File: src/rtl/square_plotter.sv
// Square pixel sequencer: walks a 20x20 / 10x10 / 4x4 square in raster order, one pixel per clock.
// Latency: first pixel registered 1 cycle after accept; done pulses one cycle after the last pixel.
// No backpressure: the adapter must take a pixel every cycle. Optional clipping via SQUARE_PLOTTER_CLIP_EN.
module square_plotter #(
    parameter int X_W      = 9,
    parameter int Y_W      = 8,
    parameter int SCREEN_W = 320,
    parameter int SCREEN_H = 240
) (
    input  logic           clock,
    input  logic           reset,
    input  logic           start,
    input  logic [1:0]     size,
    input  logic [X_W-1:0] x_in,
    input  logic [Y_W-1:0] y_in,
    input  logic [2:0]     colour_in,
    output logic           busy,
    output logic           done,
    output logic [X_W-1:0] vga_x,
    output logic [Y_W-1:0] vga_y,
    output logic [2:0]     vga_colour,
    output logic           plot
);

`ifdef SQUARE_PLOTTER_CLIP_EN
    localparam bit CLIP_ON = 1'b1;
`else
    localparam bit CLIP_ON = 1'b0;
`endif

    // Screen limits widened by one bit so the compare sees the untruncated sum.
    localparam logic [X_W:0] SCR_W = (X_W+1)'(SCREEN_W);
    localparam logic [Y_W:0] SCR_H = (Y_W+1)'(SCREEN_H);

    typedef enum logic [1:0] {
        S_IDLE = 2'd0,
        S_DRAW = 2'd1,
        S_DONE = 2'd2
    } state_t;

    state_t state_q, state_d;

    logic [X_W-1:0] ox_q;
    logic [Y_W-1:0] oy_q;
    logic [2:0]     col_q;
    logic [4:0]     side_q;
    logic [4:0]     cx_q;
    logic [4:0]     cy_q;

    logic           busy_q, busy_d;
    logic           done_q, done_d;
    logic           plot_q, plot_d;
    logic [X_W-1:0] vga_x_q, vga_x_d;
    logic [Y_W-1:0] vga_y_q, vga_y_d;
    logic [2:0]     vga_colour_q, vga_colour_d;

    logic [4:0]     side_req;
    logic [4:0]     side_m1;
    logic           accept;
    logic           last_col;
    logic           last_row;
    logic [X_W:0]   x_full;
    logic [Y_W:0]   y_full;
    logic           in_screen;

    // Decode the requested size class into a side length; 0 marks the reserved code.
    always_comb begin
        side_req = 5'd0;
        case (size)
            2'b00:   side_req = 5'd20;
            2'b01:   side_req = 5'd10;
            2'b10:   side_req = 5'd4;
            default: side_req = 5'd0;
        endcase
    end

    assign accept    = (state_q != S_DRAW) && start && (size != 2'b11);
    assign side_m1   = side_q - 5'd1;
    assign last_col  = (cx_q == side_m1);
    assign last_row  = (cy_q == side_m1);
    assign x_full    = {1'b0, ox_q} + (X_W+1)'(cx_q);
    assign y_full    = {1'b0, oy_q} + (Y_W+1)'(cy_q);
    assign in_screen = (x_full < SCR_W) && (y_full < SCR_H);

    // State register.
    always_ff @(posedge clock) begin
        if (reset) state_q <= S_IDLE;
        else       state_q <= state_d;
    end

    // Next-state logic: DONE behaves like IDLE for start sampling so squares can chain.
    always_comb begin
        state_d = state_q;
        case (state_q)
            S_IDLE:  if (accept) state_d = S_DRAW;
            S_DRAW:  if (last_col && last_row) state_d = S_DONE;
            S_DONE:  state_d = accept ? S_DRAW : S_IDLE;
            default: state_d = S_IDLE;
        endcase
    end

    // Output next-values: coordinates hold whenever no pixel is being issued.
    always_comb begin
        busy_d       = 1'b0;
        done_d       = 1'b0;
        plot_d       = 1'b0;
        vga_x_d      = vga_x_q;
        vga_y_d      = vga_y_q;
        vga_colour_d = vga_colour_q;
        case (state_q)
            S_DRAW: begin
                busy_d       = 1'b1;
                plot_d       = !CLIP_ON || in_screen;
                vga_x_d      = x_full[X_W-1:0];
                vga_y_d      = y_full[Y_W-1:0];
                vga_colour_d = col_q;
            end
            S_DONE:  done_d = 1'b1;
            default: ;
        endcase
    end

    // Request latch and raster offset counters.
    always_ff @(posedge clock) begin
        if (reset) begin
            ox_q   <= '0;
            oy_q   <= '0;
            col_q  <= '0;
            side_q <= '0;
            cx_q   <= '0;
            cy_q   <= '0;
        end else if (accept) begin
            ox_q   <= x_in;
            oy_q   <= y_in;
            col_q  <= colour_in;
            side_q <= side_req;
            cx_q   <= '0;
            cy_q   <= '0;
        end else if (state_q == S_DRAW) begin
            if (last_col) begin
                cx_q <= '0;
                cy_q <= last_row ? 5'd0 : cy_q + 5'd1;
            end else begin
                cx_q <= cx_q + 5'd1;
            end
        end
    end

    // Registered outputs to the adapter.
    always_ff @(posedge clock) begin
        if (reset) begin
            busy_q       <= 1'b0;
            done_q       <= 1'b0;
            plot_q       <= 1'b0;
            vga_x_q      <= '0;
            vga_y_q      <= '0;
            vga_colour_q <= '0;
        end else begin
            busy_q       <= busy_d;
            done_q       <= done_d;
            plot_q       <= plot_d;
            vga_x_q      <= vga_x_d;
            vga_y_q      <= vga_y_d;
            vga_colour_q <= vga_colour_d;
        end
    end

    assign busy       = busy_q;
    assign done       = done_q;
    assign plot       = plot_q;
    assign vga_x      = vga_x_q;
    assign vga_y      = vga_y_q;
    assign vga_colour = vga_colour_q;

endmodule
File: config.mk
export PLATFORM = sky130hd
export DESIGN_NAME = square_plotter
export DESIGN_NICKNAME = d
export VERILOG_FILES = /design/src/rtl/square_plotter.sv
export SDC_FILE = /design/constraint.sdc
export NUM_CORES = 1
export LEC_CHECK = 0
export CORE_ASPECT_RATIO = 0.5
export CORE_MARGIN = 5
export CORE_UTILIZATION = 50
export CTS_CLUSTER_DIAMETER = 60
export CTS_CLUSTER_SIZE = 25
export DETAILED_ROUTE_END_ITERATION = 12
export PLACE_DENSITY = 0.76
export RECOVER_POWER = 25
export SLEW_MARGIN = 10
export SYNTH_ARGS = -nofsm -noshare
export SYNTH_HDL_FRONTEND = slang
export SYNTH_SLANG_ARGS = --single-unit
File: constraint.sdc
create_clock -name clock -period 2.8 [get_ports clock]
set_clock_uncertainty 0.15 [all_clocks]
set_input_delay 0.42 -clock clock [delete_from_list [all_inputs] [get_ports clock]]
set_output_delay 0.42 -clock clock [all_outputs]
set_load 0.03 [all_outputs]
## Yosys cells after proc, flatten, opt, wreduce, memory -nomap -nowiden

Cells that the tools add are included.

- Flip-flop bits (word level): 59
- Logic and storage cells: 44
- Bits of input ports: 25
- Output and inout bits: 23

- Muxes and demuxes: 9
- Reduce and logical (&&, ||, !) cells: 8
- Equality and inequality tests: 10
- Add/sub/neg operators: 5

Operators with widths:

| operator | count |
|---|---|
| one-hot mux 5 bit (3 select lines) | 1 |
| adder 5 x 1 -> 5 bit, second input constant | 2 |
| == test 5 bit | 2 |
| two-way mux 5 bit | 2 |
| adder 9 x 5 -> 9 bit | 1 |
| adder 8 x 5 -> 8 bit | 1 |
| inequality test 2 bit, second input constant | 3 |
| one-hot mux 2 bit (3 select lines) | 1 |
| subtractor 5 x 1 -> 5 bit, second input constant | 1 |
| == test 2 x 1 -> 1 bit, second input constant | 2 |
| == test 2 bit, second input constant | 2 |
| logical NOT 2 bit | 2 |
| two-way mux 2 bit | 2 |
| AND reduction 2 bit | 2 |
| logical AND 1 bit | 3 |
| two-way mux 1 bit | 3 |
| inequality test 2 x 1 -> 1 bit, second input constant | 1 |
| OR reduction 2 bit | 1 |

## Logic depth before layout (Yosys ltp)

Gate-level depths: netlist of run 1.

- Depth in word-level cells: 5
- Depth in mapped cells: 8
- Depth with buffers taken out: 7

## Worst setup path before layout of run 1

OpenSTA, ideal clock, no wires.

- Path kind: register -> register
- Start point: register cx_q[0]
- End point: register vga_x_q[8], in the netlist vga_x[8]
- Buffers on the path: 0
- Clock period less this slack: 1.982 ns
- Data required time: 2.564 ns
- Cell stages (with the launch flop): 8
- Data arrival time: 1.746 ns
- Slack: 0.818 ns
- Setup time: 0.086 ns
- Cells stage by stage: dfxtp_1 ha_1 fa_1 a211oi_1 nor2_1 o2111ai_1 xor2_1 a211oi_1

- Longest elaborated chain between the ends: 1

RTL lines:

| what | RTL line | source |
|---|---|---|
| start: declaration | 47 | `logic [4:0] cx_q;` |
| start signal: assignment | 144 | `cx_q <= cx_q + 5'd1;` |
| adder 9 x 5 -> 9 bit | 81 | `assign x_full = {1'b0, ox_q} + (X_W+1)'(cx_q);` |
| end signal: assignment | 162 | `vga_x_q <= vga_x_d;` |
| end: declaration | 53 | `logic [X_W-1:0] vga_x_q, vga_x_d;` |

Every way passes these cells.
A chain may end at the register's enable or synchronous reset.

## Final worst setup path of run 1

- Start point: register state_q[1]
- End point: register ox_q[3]

- Longest elaborated chain between the ends: 3

RTL lines:

| what | RTL line | source |
|---|---|---|
| start: declaration | 41 | `state_t state_q, state_d;` |
| start signal: assignment | 88 | `else state_q <= state_d;` |
| inequality test 2 x 1 -> 1 bit | 77 | `assign accept = (state_q != S_DRAW) && start && (size != 2'b11);` |
| logical AND 1 bit (2 in a row) | 77 |  |
| end signal: assignment | 133 | `ox_q <= x_in;` |
| end: declaration | 43 | `logic [X_W-1:0] ox_q;` |

Every way passes these cells.

==> results of run 1 <==
[sequential cells by signal (all words and copies together) (netlist names)]
name        cells
col_q           3
cx_q            5
cy_q            5
done            1
ox_q            9
oy_q            8
plot            1
side_q          3
state_q         2
vga_colour      3
vga_x           9
vga_y           8
[critical path, delay by kind of cell (launching register included)]
kind	cells	cell delay [ns]
AOI/OAI and AO/OA	1	0.13
and+or+nand+nor	3	0.83
DFF	1	0.35
buffers and inverters	2	0.83
[cells by family (layout without fill, tap and decap cells)]
group,after synthesis,count (layout)
and+or+nand+nor,131,131
AOI/OAI and AO/OA,78,78
DFF,57,57
buffers and inverters,22,73
xor gates and xnor gates,20,20
adders and majority gates,16,16
muxes,1,1
[Yosys cell counts (2+ instances only)]
master / n / area, sq um
buf_6: 2 / 22.5
a21o_1: 3 / 22.5
fa_1: 2 / 40.0
or3_1: 3 / 18.8
dfxtp_1: 57 / 1140
xor2_1: 11 / 96.3
o211ai_1: 4 / 30.0
buf_4: 2 / 15.0
inv_1: 4 / 15.0
a21oi_1: 35 / 175
o22a_1: 2 / 17.5
buf_1: 2 / 7.51
nor3_1: 11 / 55.1
nand3_1: 8 / 40.0
buf_2: 7 / 35.0
xnor2_1: 8 / 70.1
nand4_1: 5 / 31.3
o21ai_1: 4 / 20.0
nor4b_1: 4 / 35.0
nand2_1: 70 / 263
a211oi_1: 10 / 75.1
clkbuf_1: 5 / 18.8
and2_1: 2 / 12.5
a31oi_1: 4 / 25.0
o41ai_2: 2 / 32.5
ha_1: 14 / 175
nor2_1: 17 / 63.8
or4_1: 2 / 15.0
o21ai_0: 9 / 45.0
[cells in the final DEF (no fill, tap or decap), drive strengths merged]
master	instances
bufinv	2
ha	14
buf	4
o21ai	13
dfxtp	57
clkbuf	12
o41ai	2
xnor2	9
nor4	1
or2	1
a21oi	36
and2	2
o21bai	1
a31oi	4
nand2	71
o22a	2
or4	2
o211ai	4
nor4b	4
nand4	5
o2111ai	1
xor2	11
nand3	8
nor2	17
a211oi	10
a21boi	1
or3	3
clkdlybuf4s50	46
fa	2
clkinv	3
inv	5
nand4b	1
a32o	1
clkinvlp	1
nor3	11
a21o	3
mux2i	1
nand2b	1
nor2b	2
and3	2
[metrics by stage]
stage,area (sq um),setup WS [ns],power (uW),std cells,hold slack (ns)
2_1_floorplan,2760,0.818,1080,325,0.282
3_3_place_gp,3260,0.518,1180,433,0.291
3_5_place_dp,3260,0.392,1190,433,0.292
4_1_cts,3480,0.532,2060,449,0.309
5_1_grt,3470,0.270,2140,449,0.323
6_report,3470,0.404,2040,449,0.307
[cell type report]
type,count,area [sq um]
clock inverter,7,103
tap,73,91.3
fill,460,1950
clock buffer,9,124
multi-input combinational,246,1500
timing repair buffer,53,500
sequential,57,1140
inverter,4,15.0
[layer usage]
metal  global-route usage [%]  vias up  wire (microns)
li1                         -     1229               -
met1                     25.4     1176            3080
met2                     31.5       71            3110
met3                     6.77       13             438
met4                     7.32        0             111
met5                        0        -               0
[worst paths after layout]
check | start | end | slack [ns] | cells past startpoint
setup / recovery | state_q[1] | ox_q[3] | 0.40 | 6
hold reg to reg | vga_x[4] | vga_x[4] | 0.31 | 2
setup reg to reg | state_q[1] | ox_q[3] | 0.40 | 6
hold / removal | vga_x[4] | vga_x[4] | 0.31 | 2
[where the power goes]
part | switching, uW | internal [uW] | leakage, uW
Combinational | 170 | 120 | 0.000742
Clock | 364 | 508 | 0.000110
Sequential | 29.1 | 852 | 0.000464
==> out/results.txt, run 1 <==
highest net fanout along the worst path - 14
setup bufs post-CTS - 0
multiplexer area fraction after synthesis - 0.363%
CP max stage cell - and2_0
actual slew at the worst max-slew pin - 0.991 ns
Final Hold Vio Count - 0
clk_lat worst skew - 0.34 ns
hpwl dp - 4680 microns
Worst Hold Class - register to register
Remaining DRCs - 0
GP Congestion - 0.855
initial cell density of the core - 50.8%
Layout Utilization - 64.1%
I/O pin cnt - 48
WP data arrival - 2.50 ns
Vias/cell - 5.54
Final TNS setup - 0 ns
cts bufs inserted - 9
antenna-violating nets left - 0
first-pass GRT wire length - 11,400 microns
antenna violations before repair - 0
vias after detailed routing - 2,489
H-Tree Depth - 3
Synth Instances - 325
area delta synth->final - 26.1%
Synth async-reset ratio - 0%
Worst slew margin - 33.9%
CTS tree - done
Setup-failing EPs final - 0
Row Count - 19
register area share after synthesis - 41.4%
Post-Syn Area - 2760 sq um
CTS clk-pin slew, worst paths - 0.07 ns
Primary FF master, synth - dfxtp_1
distinct cell type count after synthesis - 45
Die X-Extent - 115 microns
Tcrit/Tclk final - 85.6%
die height - 62.5 microns
Syn Nets - 366
Pre-Repair DR Iteration Count - 4
global router's overall resource usage - 20.0%
post-synthesis simple-gate area fraction - 22.0%
Post-synth EDFFs - 0
power per standard cell area - 588 nW/um^2
Port Buffers - 47
CP max stage delay - 0.65 ns
outcome - finished, final reports clean
CP cell instances - nand2b_1 -> clkbuf_1 -> and2_0 -> buf_4 -> nand2_1 -> a21oi_1
quantity of gates resized following cts - 0
YS warnings - 0
worst vdd ir - 0.000332 V
Synth Area in XOR/XNOR - 6.63%
die area - 7190 sq um
startpoint types - register
Yosys reg bits - 57
Compound-Gate Fraction of Synth Area - 17.6%
Clock Root Buffer - clkbuf_8
Period minus WS final - 2.40 ns
nets@finish - 412
Remaining Overflow, GRT - 0
wire length per cell - 15.0 microns
average size of a mapped cell - 8.48 sq um
max-slew violations - 0
core area - 5420 sq um
layout cells sized above 1 - 7.71%
DRT iter0 DRCs - 176
maximum operating frequency - 417 MHz
WP data required - 2.91 ns
Synth Area in Adders - 7.81%
n_diodes - 0
kind of end point of the critical path - register
RSZ-0062 raised after global routing - false
vias in the first global route - 2,421
leakage - 0.00132 uW
MaxCap Viol Count - 0
Hold-fix buffers, CTS - 0
Crit Path Class - register to register
largest net degree at the start of global routing - 50
clk buf depth - 2
CTS Sinks - 57
final wirelength - 6740 microns
largest family of logic cells by synthesized area - simple AND/OR/NAND/NOR gates
No activity file was read; power rests on OpenSTA's default activity.
==> run 2: changes to the inputs <==
--- a/config.mk
+++ b/config.mk
@@ -17,3 +17,4 @@
 export SYNTH_ARGS = -nofsm -noshare
 export SYNTH_HDL_FRONTEND = slang
 export SYNTH_SLANG_ARGS = --single-unit
+export TNS_END_PERCENT = 100
==> results of run 2 <==
Same layout as run 1: the final DEF is identical, and so are final timing and power.
==> run 3: changes to the inputs <==
--- a/config.mk
+++ b/config.mk
@@ -7,11 +7,11 @@
 export LEC_CHECK = 0
 export CORE_ASPECT_RATIO = 0.5
 export CORE_MARGIN = 5
-export CORE_UTILIZATION = 50
+export CORE_UTILIZATION = 47
 export CTS_CLUSTER_DIAMETER = 60
 export CTS_CLUSTER_SIZE = 25
 export DETAILED_ROUTE_END_ITERATION = 12
-export PLACE_DENSITY = 0.76
+export PLACE_DENSITY = 0.75
 export RECOVER_POWER = 25
 export SLEW_MARGIN = 10
 export SYNTH_ARGS = -nofsm -noshare
==> constraint.sdc (replaced) <==
create_clock -name clock -period 2.1 [get_ports clock]
set_clock_uncertainty 0.15 [all_clocks]
set_input_delay 0.315 -clock clock [delete_from_list [all_inputs] [get_ports clock]]
set_output_delay 0.315 -clock clock [all_outputs]
set_load 0.03 [all_outputs]
==> run 3 against run 2 <==
Effect of this change:
- critical path depth is 1 higher
- combinational power is 42% higher
- utilization is 2.3 points higher
- routed wire length is 7.5% higher
- first-iteration DRC count is 26% lower
- global-route usage hardly changed
- sequential power is 34% higher
- final area is 6.7% higher
- sequential share of layout area is 2.0 points lower
- via count is 2.3% higher
==> out/results.txt, run 3 (synthesis results as in run 1) <==
n_diodes - 0
CP max stage cell - fa_2
Period minus WS final - 2.01 ns
kind of end point of the critical path - register
Hold-fix buffers, CTS - 0
nets@finish - 422
H-Tree Depth - 3
commonest non-fill, non-tap cell in the layout - nand2_1
first-pass GRT wire length - 12,200 microns
MaxCap Viol Count - 0
die height - 64.1 microns
initial cell density of the core - 49.3%
highest net fanout along the worst path - 3
Worst slew margin - 68.9%
die area - 7590 sq um
actual slew at the worst max-slew pin - 0.462 ns
hpwl dp - 4840 microns
Final TNS setup - 0 ns
startpoint types - register
layout cells sized above 1 - 11.4%
clk_lat worst skew - 0.33 ns
power per standard cell area - 861 nW/um^2
DRT iter0 DRCs - 130
RSZ-0062 raised after global routing - false
outcome - finished, final reports clean
WP data required - 2.15 ns
largest delay contributor family on the critical path - adder cells
CP cell instances - ha_2 -> fa_2 -> a211oi_2 -> nor2_1 -> o2111ai_1 -> xor2_1 -> a211oi_2
I/O pin cnt - 48
clk buf depth - 2
CTS clk-pin slew, worst paths - 0.05 ns
leakage - 0.00143 uW
CTS Sinks - 57
max-slew violations - 0
Tcrit/Tclk final - 95.9%
Crit Path Class - register to register
Clock Root Buffer - clkbuf_16
antenna violations before repair - 0
GP Congestion - 0.828
Port Buffers - 47
Setup-failing EPs final - 0
vias in the first global route - 2,593
Top cell by count, worst path - a211oi_2
vias after detailed routing - 2,546
WP data arrival - 2.06 ns
wire length per cell - 15.8 microns
CP max stage delay - 0.37 ns
CTS tree - done
Row Count - 19
largest net degree at the start of global routing - 40
minimum hold slack - 0.303 ns
CP bufs+invs - 0
final wirelength - 7250 microns
worst vdd ir - 0.000517 V
maximum operating frequency - 497 MHz
core area - 5590 sq um
Die X-Extent - 118 microns
Vias/cell - 5.55
Remaining DRCs - 0
Worst Hold Class - register to register
antenna-violating nets left - 0
Remaining Overflow, GRT - 0
Pre-Repair DR Iteration Count - 4
most frequent cells in the layout - nand2_1 (70), dfxtp_1 (55), clkdlybuf4s50_1 (46), a21oi_1 (35), nor2_1 (17)
global router's overall resource usage - 20.0%
area delta synth->final - 34.6%
cts bufs inserted - 9
reg-to-reg slack, setup - 0.09 ns
Final Hold Vio Count - 0
==> run 3: cell types whose count changed in the layout (fill, tap and decap cells not counted), sizes merged <==
cell / change
clkbuf: +1
buf: +11
dlygate4sd3: +1
inv: -1
clkinvlp: +1
clkinv: -3
==> run 3: what timing repair did <==
item	in CTS	in global routing
buffers inserted	0	2
pin swaps	0	2
endpoints found under the setup margin	2	4
resized for setup	2	4
==> run 3: report_power, final <==
group	switching [uW]	internal (uW)
combinational	235	177
sequential	39.8	1140
clock	499	1100
total	773	2420
==> run 3: worst min-delay path, stage by stage, from the launching register on <==
cell	delay (ns)
dfxtp_1	0.30
nand2_1	0.05
a21oi_1	0.05
==> run 3: layout make-up <==
| cell class | count | area (sq um) |
|---|---|---|
| timing repair buffer | 63 | 613 |
| tap | 73 | 91.3 |
| clock inverter | 4 | 75.1 |
| fill | 436 | 1880 |
| inverter | 4 | 15.0 |
| clock buffer | 12 | 256 |
| multi-input combinational | 246 | 1510 |
| sequential | 57 | 1140 |
==> run 3: stage by stage <==
step / std cells / total power [uW] / setup WS, ns / util, % / cell area (sq um)
floorplan: 325 / 1440 / 0.118 / - / 2760
global placement: 441 / 1590 / 0.114 / 59.9 / 3350
detailed placement: 441 / 1600 / 0.00947 / 59.9 / 3350
CTS: 457 / 3200 / 0.0334 / 66.0 / 3690
global route: 459 / 3320 / 0.0196 / 66.4 / 3710
finish: 459 / 3190 / 0.0871 / 66.4 / 3710
==> run 3: per-layer routing <==
| metal | global-route usage (%) | wire length, microns |
|---|---|---|
| met1 | 25.0 | 3180 |
| met2 | 32.8 | 3420 |
| met4 | 8.30 | 115 |
| met5 | 0 | 0 |
| met3 | 5.81 | 530 |
==> run 3: path summary, 6_finish.rpt <==
kind,startpoint,to,cells after the start
worst min register to register,vga_y[1],vga_y[1],2
worst min-delay path,vga_y[1],vga_y[1],2
worst max-delay path,ox_q[0],vga_x[8],7
worst max register to register,ox_q[0],vga_x[8],7
